[src/rtl/sddr_pkg.sv]
// ============================================================================
// Module : sddr_pkg
// Brief  : Shared types and helpers for the SDDR read-capture path.
// Rev    : 1.0  initial release
// ============================================================================
`default_nettype none

package sddr_pkg;

  localparam int DATA_BITS    = 16;
  localparam int BURST_LENGTH = 8;

  typedef logic [DATA_BITS-1:0] beat_t;
  typedef beat_t burst_t [8:1];

  // Latencies below 2 cannot be met, because assembly needs the sample register.
  function automatic int clamp_latency(input int lat, input int max_lat);
    if (lat < 2) return 2;
    if (lat > max_lat) return max_lat;
    return lat;
  endfunction

endpackage

`default_nettype wire

[src/rtl/sddr_read_capture_if.sv]
// ============================================================================
// Module : sddr_read_capture_if
// Brief  : PHY beat / READ timing / burst pop bundle for sddr_read_capture.
// Rev    : 1.0  initial release
// ============================================================================
`default_nettype none

interface sddr_read_capture_if
  import sddr_pkg::*;
#(
  parameter int MAX_LATENCY = 31
) ();

  localparam int LW = $clog2(MAX_LATENCY + 1);

  logic [BURST_LENGTH*DATA_BITS-1:0] phy_dq_i;
  logic                              rd_issue_i;
  logic [LW-1:0]                     rd_latency_i;
  logic [2:0]                        rd_slip_i;
  logic [BURST_LENGTH*DATA_BITS-1:0] rd_data_o;
  logic                              rd_valid_o;
  logic                              rd_ready_i;
  logic                              rd_busy_o;
  logic                              rd_overflow_o;
  logic                              calib_match_o;
  logic [BURST_LENGTH*DATA_BITS-1:0] calib_pattern_i;

  modport slave (
    input  phy_dq_i, rd_issue_i, rd_latency_i, rd_slip_i, rd_ready_i, calib_pattern_i,
    output rd_data_o, rd_valid_o, rd_busy_o, rd_overflow_o, calib_match_o
  );

  modport master (
    output phy_dq_i, rd_issue_i, rd_latency_i, rd_slip_i, rd_ready_i, calib_pattern_i,
    input  rd_data_o, rd_valid_o, rd_busy_o, rd_overflow_o, calib_match_o
  );

endinterface

`default_nettype wire

[src/rtl/sddr_burst_fifo.sv]
// ============================================================================
// Module : sddr_burst_fifo
// Brief  : Small FIFO of 8-beat bursts with sticky overflow flag.
// Rev    : 1.0  initial release
// ============================================================================
`default_nettype none

module sddr_burst_fifo
  import sddr_pkg::*;
#(
  parameter int FIFO_DEPTH = 4
) (
  input  wire logic   clk,
  input  wire logic   rst,
  input  wire logic   push,
  input  burst_t      push_data,
  output logic        pop_valid,
  input  wire logic   pop_ready,
  output burst_t      pop_data,
  output logic        full,
  output logic        overflow
);

  localparam int AW = $clog2(FIFO_DEPTH);

  logic [AW:0] r_wr_ptr;
  logic [AW:0] r_rd_ptr;
  burst_t      r_mem [FIFO_DEPTH];
  logic        r_overflow;
  logic        w_empty;
  logic        w_pop;
  logic        w_push;

  assign w_empty   = (r_wr_ptr == r_rd_ptr);
  assign full      = (r_wr_ptr[AW] != r_rd_ptr[AW]) && (r_wr_ptr[AW-1:0] == r_rd_ptr[AW-1:0]);
  assign w_pop     = ~w_empty & pop_ready;
  // A pop in the same cycle frees the slot, so a full FIFO can still accept.
  assign w_push    = push & (~full | w_pop);
  assign pop_valid = ~w_empty;
  assign pop_data  = r_mem[r_rd_ptr[AW-1:0]];
  assign overflow  = r_overflow;

  always_ff @(posedge clk or posedge rst) begin
    if (rst) begin
      r_wr_ptr   <= '0;
      r_rd_ptr   <= '0;
      r_overflow <= 1'b0;
      for (int i = 0; i < FIFO_DEPTH; i++) begin
        r_mem[i] <= '{default: '0};
      end
    end else begin
      if (w_push) begin
        r_mem[r_wr_ptr[AW-1:0]] <= push_data;
        r_wr_ptr                <= r_wr_ptr + 1'b1;
      end
      if (w_pop) begin
        r_rd_ptr <= r_rd_ptr + 1'b1;
      end
      if (push & full & ~w_pop) begin
        r_overflow <= 1'b1;
      end
    end
  end

endmodule

`default_nettype wire

[src/rtl/sddr_read_capture.sv]
// ============================================================================
// Module : sddr_read_capture
// Brief  : DDR3 PHY read back end: latency pipe, beat-slip alignment, burst FIFO.
//          Optional read-training compare enabled by SDDR_READ_CALIB_EN.
// Rev    : 1.0  initial release
// ============================================================================
`default_nettype none

module sddr_read_capture
  import sddr_pkg::*;
#(
  parameter int MAX_LATENCY = 31,
  parameter int FIFO_DEPTH  = 4
) (
  input  wire logic            in_ddr_clock_i,
  input  wire logic            in_reset_i,
  sddr_read_capture_if.slave   bus
);

  localparam int              PW    = MAX_LATENCY + 1;
  localparam logic [PW-1:0]   c_one = PW'(1);

  logic [PW-1:0] r_pipe;
  logic          r_asm;
  burst_t        r_prev;
  burst_t        w_cur;
  burst_t        w_burst;
  burst_t        w_head;
  logic [PW-1:0] w_set;
  int            w_lat;
  logic          w_unused_full;

  for (genvar k = 1; k <= BURST_LENGTH; k++) begin : g_beats
    assign w_cur[k] = bus.phy_dq_i[k*DATA_BITS-1 -: DATA_BITS];
    assign bus.rd_data_o[k*DATA_BITS-1 -: DATA_BITS] = w_head[k];
  end

  // Marker placed one below L so bit 0 is reached exactly L cycles after issue.
  always_comb begin
    w_lat = clamp_latency(int'(bus.rd_latency_i), MAX_LATENCY);
    w_set = '0;
    if (bus.rd_issue_i) begin
      w_set = c_one << (w_lat - 1);
    end
  end

  always_ff @(posedge in_ddr_clock_i or posedge in_reset_i) begin
    if (in_reset_i) begin
      r_pipe <= '0;
      r_asm  <= 1'b0;
      r_prev <= '{default: '0};
    end else begin
      r_pipe <= (r_pipe >> 1) | w_set;
      r_asm  <= r_pipe[0];
      r_prev <= w_cur;
    end
  end

  // Window is {previous beats 1..8, current beats 1..8}; burst starts at slip+1.
  always_comb begin
    logic [3:0] j;
    logic [3:0] jb;
    for (int k = 1; k <= BURST_LENGTH; k++) begin
      j  = 4'(k) + {1'b0, bus.rd_slip_i};
      jb = j - 4'd8;
      if (j <= 4'd8) begin
        w_burst[k] = r_prev[j];
      end else begin
        w_burst[k] = w_cur[jb];
      end
    end
  end

  assign bus.rd_busy_o = (|r_pipe) | r_asm;

  sddr_burst_fifo #(
    .FIFO_DEPTH (FIFO_DEPTH)
  ) u_fifo (
    .clk       (in_ddr_clock_i),
    .rst       (in_reset_i),
    .push      (r_asm),
    .push_data (w_burst),
    .pop_valid (bus.rd_valid_o),
    .pop_ready (bus.rd_ready_i),
    .pop_data  (w_head),
    .full      (w_unused_full),
    .overflow  (bus.rd_overflow_o)
  );

`ifdef SDDR_READ_CALIB_EN
  logic [BURST_LENGTH*DATA_BITS-1:0] w_burst_flat;
  logic                              r_calib_match;

  for (genvar k = 1; k <= BURST_LENGTH; k++) begin : g_calib_flat
    assign w_burst_flat[k*DATA_BITS-1 -: DATA_BITS] = w_burst[k];
  end

  always_ff @(posedge in_ddr_clock_i or posedge in_reset_i) begin
    if (in_reset_i) begin
      r_calib_match <= 1'b0;
    end else begin
      r_calib_match <= r_asm && (w_burst_flat == bus.calib_pattern_i);
    end
  end

  assign bus.calib_match_o = r_calib_match;
`else
  logic w_unused_calib;
  assign w_unused_calib    = ^bus.calib_pattern_i;
  assign bus.calib_match_o = 1'b0;
`endif

endmodule

`default_nettype wire

[src/flat_wrapper.sv]
// flat-port wrapper written by rule: the top's interface ports become plain ports
module sddr_read_capture_flat import sddr_pkg::*;
#(
  parameter int MAX_LATENCY = 31,
  parameter int FIFO_DEPTH  = 4
)
  (in_ddr_clock_i, in_reset_i, bus_phy_dq_i, bus_rd_issue_i, bus_rd_latency_i, bus_rd_slip_i, bus_rd_ready_i, bus_calib_pattern_i, bus_rd_data_o, bus_rd_valid_o, bus_rd_busy_o, bus_rd_overflow_o, bus_calib_match_o);
  sddr_read_capture_if #(.MAX_LATENCY(MAX_LATENCY)) bus_i ();
  input  wire logic in_ddr_clock_i;
  input  wire logic in_reset_i;
  input wire logic [$bits(bus_i.phy_dq_i)-1:0] bus_phy_dq_i;
  input wire logic [$bits(bus_i.rd_issue_i)-1:0] bus_rd_issue_i;
  input wire logic [$bits(bus_i.rd_latency_i)-1:0] bus_rd_latency_i;
  input wire logic [$bits(bus_i.rd_slip_i)-1:0] bus_rd_slip_i;
  input wire logic [$bits(bus_i.rd_ready_i)-1:0] bus_rd_ready_i;
  input wire logic [$bits(bus_i.calib_pattern_i)-1:0] bus_calib_pattern_i;
  output wire logic [$bits(bus_i.rd_data_o)-1:0] bus_rd_data_o;
  output wire logic [$bits(bus_i.rd_valid_o)-1:0] bus_rd_valid_o;
  output wire logic [$bits(bus_i.rd_busy_o)-1:0] bus_rd_busy_o;
  output wire logic [$bits(bus_i.rd_overflow_o)-1:0] bus_rd_overflow_o;
  output wire logic [$bits(bus_i.calib_match_o)-1:0] bus_calib_match_o;
  assign bus_i.phy_dq_i = bus_phy_dq_i;
  assign bus_i.rd_issue_i = bus_rd_issue_i;
  assign bus_i.rd_latency_i = bus_rd_latency_i;
  assign bus_i.rd_slip_i = bus_rd_slip_i;
  assign bus_i.rd_ready_i = bus_rd_ready_i;
  assign bus_i.calib_pattern_i = bus_calib_pattern_i;
  assign bus_rd_data_o = bus_i.rd_data_o;
  assign bus_rd_valid_o = bus_i.rd_valid_o;
  assign bus_rd_busy_o = bus_i.rd_busy_o;
  assign bus_rd_overflow_o = bus_i.rd_overflow_o;
  assign bus_calib_match_o = bus_i.calib_match_o;
  sddr_read_capture #(.MAX_LATENCY(MAX_LATENCY), .FIFO_DEPTH(FIFO_DEPTH)) u_core (.in_ddr_clock_i(in_ddr_clock_i), .in_reset_i(in_reset_i), .bus(bus_i));
endmodule
[config.mk]
export PLATFORM = sky130hd
export DESIGN_NAME = sddr_read_capture_flat
export DESIGN_NICKNAME = d
export VERILOG_FILES = /design/src/rtl/sddr_pkg.sv /design/src/rtl/sddr_read_capture_if.sv /design/src/rtl/sddr_burst_fifo.sv /design/src/rtl/sddr_read_capture.sv /design/src/flat_wrapper.sv
export SDC_FILE = /design/constraint.sdc
export NUM_CORES = 2
export LEC_CHECK = 0
export CORE_AREA = 3 3 264 331
export CTS_CLUSTER_SIZE = 40
export DETAILED_ROUTE_END_ITERATION = 8
export DIE_AREA = 0 0 267 334
export HOLD_SLACK_MARGIN = 0.02
export PLACE_DENSITY_LB_ADDON = 0.2
export SLEW_MARGIN = 15
export SYNTH_ARGS = -nofsm -noshare
export SYNTH_HDL_FRONTEND = slang
export SYNTH_SLANG_ARGS = --single-unit
[constraint.sdc]
create_clock -name in_ddr_clock_i -period 31.9 [get_ports in_ddr_clock_i]
set_clock_uncertainty 0.15 [all_clocks]
set_input_delay 9.57 -clock in_ddr_clock_i [delete_from_list [all_inputs] [get_ports in_ddr_clock_i]]
set_output_delay 9.57 -clock in_ddr_clock_i [all_outputs]
set_load 0.1 [all_outputs]
==> results list <==
- The run finished with clean final reports.
- Std cell rows: 119
* Total global routing track utilization: 28.6%
- Across all register-to-register paths, the minimum setup slack is 26.53 ns.
- Wire segments on met2 add up to 58.8 mm in the final route.
* Number of global-route vias before repair: 28,200
- Largest net degree at the start of global routing: 184
- For the pin with the worst max-slew slack, the measured transition is 1.14 ns.
- Worst skew pair latency: 0.64 ns
- Number of routed nets with antenna violations: 0
- In the final routed layout, each cell accounts on average for 27.8 um.
* Compound-gate portion of the synthesized area: 18.1%
- Of the total synthesized cell area, the portion taken by XOR and XNOR cells is 0.233%.
* Worst relative slew slack: 24.1%
* Cell Pwr Density: 112 nW/um^2
- A synthesized cell averages 11.2 sq um.
- Die outline height: 334 um
* Final number of setup-violating endpoints: 0
- Wire length of the first global-routing pass: 190 mm
* IO Count: 400
* Critical Path Slowest Stage Cell: sky130_fd_sc_hd__clkdlybuf4s50_1
- For this design the static power due to leakage is 17.5 nW.
- Area added between synthesis and finish: 15.2%
- The critical path in this run is classified as flop to output pin.
* Overall power: 4.79 mW
* CORE AREA: 84,300 sq um
* Input/output buffers: 270
* Reg-to-reg startpoint: u_core.u_fifo.r_rd_ptr[1]
* Number of enable flip-flop cells after synthesis: 0
* Post-synthesis sequential area ratio: 45.9%
* Routed length on met1: 51.8 mm
- Setup repair after global routing missed its margin: no
- Synthesis inferred 680 register bits.
* Number of clock sinks seen by CTS: 680
- Count of yosys warnings during synthesis: 0
- The largest single stage delay on the critical path is 1.00 ns.
- For this run, the post-layout net count is 3,705.
- The library cell used most frequently in the layout, excluding fill and tap cells, is sky130_fd_sc_hd__dfrtp_1.
- The final layout contains routed wiring with a total length of 127 mm.
* Main combinational cell family by area after synthesis: multiplexers
* Netlist cell types: 82
- The worst register-to-register path ends at u_core.u_fifo.r_mem[62].
- In this run the top signal layer used is met5.
- After Yosys synthesis, full adders, half adders and majority gates account for 0.573% of the synthesized area.
* Post-synthesis mux area share: 22.2%
- Resized cells post-CTS: 0
- Hold Violations, Final: 0
* Net count after synthesis: 3,602
* Class of the worst hold path: flop to flop
* First element of the critical path: u_core.u_fifo.r_rd_ptr[0]
* Effective utilization at floorplan: 44.0%
- For this run, design rule violations remaining after detail routing come to 0.
* Initial antenna violation count: 24
- Post-CTS setup-driven buffer insertion count: 0
- After detailed routing, the number of vias per cell comes to 6.25.
- Number of cells traversed by the worst register-to-register path: 7
* Most common cell on crit path: sky130_fd_sc_hd__buf_4
* Commonest cells after routing, fill and taps aside: 678 x sky130_fd_sc_hd__dfrtp_1, 482 x sky130_fd_sc_hd__nand2_1, 375 x sky130_fd_sc_hd__o21ai_0
* TritonRoute pass-1 iters: 6
- Clock tree synthesis inserted a total of 73 buffers.
- Max-cap check violation count: 0
- Flip-flop cell with the highest count after synthesis: sky130_fd_sc_hd__dfrtp_1
- Critical path arrival: 4.55 ns
- From left edge to right edge, the die measures 267 um.
- Fraction of final layout cells sized beyond drive strength 1: 17.8%
- Traced cell by cell, the critical path runs through buf_4 > buf_4 > mux4_2 > clkdlybuf4s50_1.
- Routability-driven placement finished with a final weighted congestion of 0.964.
* Drt first-iter violations: 3,041
- DIE AREA: 89,200 sq um
- The most critical setup path has its endpoint at bus_rd_data_o[3].
- Proportion of synthesized flip-flops having asynchronous set or reset: 100%
- Largest vdd supply drop: 113 uV
- After clock tree synthesis, the clock-pin slew on the worst setup and hold paths is 0.06 ns.
- STA puts the critical path data required time at 22.18 ns.
* H-tree depth: 3
* Max Clk Rate: 0.0701 GHz
* Startpoint Class: flop
* Cts hold-fix bufs: 0
* Final global-route overflow total: 0
- After technology mapping, the gate count stands at 3,317.
- CTS Buffer Depth: 3
* Maximum fanout along the worst path: 39
- Simple-gate share of the synthesized area: 8.70%
* Post-synthesis cell area: 37,100 sq um
* Sum Neg Setup Slack: 0 ns
- Clock tree from TritonCTS: built
- The final max-slew violation count was 0.
- Nature of the critical path endpoint: output pin
- Met3 routed wirelength: 10.5 mm
* Min Tclk post-route: 14.27 ns
* Ratio of final minimum period to clock period: 44.7%
- Via Count: 28,600
- The tree is rooted in a sky130_fd_sc_hd__clkbuf_16.
- Half-perimeter wire length after detailed placement: 90.3 mm
==> cell families after synthesis <==
kind of cell	count (synthesis)
other cells	1
mux	495
flops	680
simple gates	751
buf+inv	328
compound gates	1036
xor+xnor	9
fa+ha+maj	17
==> layer usage <==
layer	vias up	track usage, %
li1	12700	-
met1	14500	38.6
met2	1190	44.0
met3	244	6.16
met4	16	13.9
met5	-	0
==> critical path, delay by kind of cell, from the launching register on <==
kind,cells,cell delay [ns]
mux,1,0.67
buf+inv,3,2.45
flops,1,0.66
==> area by class of cell <==
class | count | area, sq um
Clock inverter | 25 | 258
Clock buffer | 105 | 2150
Antenna cell | 16 | 40.0
Fill cell | 7677 | 41500
Multi-Input combinational cell | 2309 | 18600
Timing Repair Buffer | 326 | 3190
Tap cell | 1089 | 1360
Sequential cell | 680 | 17000
Inverter | 30 | 120
==> how the worst min path moves through the flow <==
stage,from,end,depth (start not counted)
3_3_place_gp,u_core.r_pipe[0],u_core.r_asm,0
6_report,u_core.r_pipe[0],u_core.r_asm,0
4_1_cts,u_core.r_pipe[0],u_core.r_asm,0
3_5_place_dp,u_core.r_pipe[0],u_core.r_asm,0
5_1_grt,u_core.r_pipe[0],u_core.r_asm,0
2_1_floorplan,u_core.r_pipe[0],u_core.r_asm,0
==> registers in the layout (all words and copies together) (netlist names) <==
| name | count |
|---|---|
| u_core.r_asm | 1 |
| u_core.r_pipe | 32 |
| u_core.r_prev | 128 |
| u_core.u_fifo.overflow | 1 |
| u_core.u_fifo.r_mem | 512 |
| u_core.u_fifo.r_rd_ptr | 3 |
| u_core.u_fifo.r_wr_ptr | 3 |
==> per-stage QoR <==
step / instances / area (sq um) / setup slack [ns] / hold slack, ns / utilization (%)
final: 4580 / 42700 / 17.63 / 0.225 / 50.7
after global routing: 4574 / 42700 / 17.32 / 0.237 / 50.7
after CTS: 4564 / 42700 / 17.45 / 0.226 / 50.7
after detailed placement: 4434 / 40300 / 17.64 / 0.217 / 47.8
after global placement: 4434 / 40300 / 17.71 / 0.214 / 47.8
after floorplan: 3317 / 37100 / 3.12 / 0.205 / -
==> cells in the mapped netlist (29+ instances only) <==
master | number | share of area [%]
sky130_fd_sc_hd__dfrtp_1 | 680 | 46
sky130_fd_sc_hd__nand2_1 | 482 | 4.9
sky130_fd_sc_hd__o21ai_0 | 375 | 5.1
sky130_fd_sc_hd__mux4_2 | 239 | 15
sky130_fd_sc_hd__a21oi_1 | 183 | 2.5
sky130_fd_sc_hd__clkbuf_1 | 130 | 1.3
sky130_fd_sc_hd__buf_2 | 116 | 1.6
sky130_fd_sc_hd__mux2i_1 | 113 | 3.0
sky130_fd_sc_hd__nor2_1 | 106 | 1.1
sky130_fd_sc_hd__mux2_2 | 96 | 2.9
sky130_fd_sc_hd__o22ai_1 | 83 | 1.4
sky130_fd_sc_hd__a22oi_1 | 65 | 1.3
sky130_fd_sc_hd__o21ai_1 | 44 | 0.59
sky130_fd_sc_hd__a221oi_1 | 38 | 0.90
sky130_fd_sc_hd__a211oi_1 | 32 | 0.65
sky130_fd_sc_hd__o21bai_1 | 32 | 0.65
sky130_fd_sc_hd__buf_4 | 29 | 0.59
sky130_fd_sc_hd__nand2b_1 | 29 | 0.49
==> where the power goes <==
group          internal (mW)  leakage (nW)  switching, mW
clock                  0.502          1.18          0.357
combinational          0.765          7.90           1.81
sequential              1.18          8.40          0.178
No activity file was read; power rests on OpenSTA's default activity.
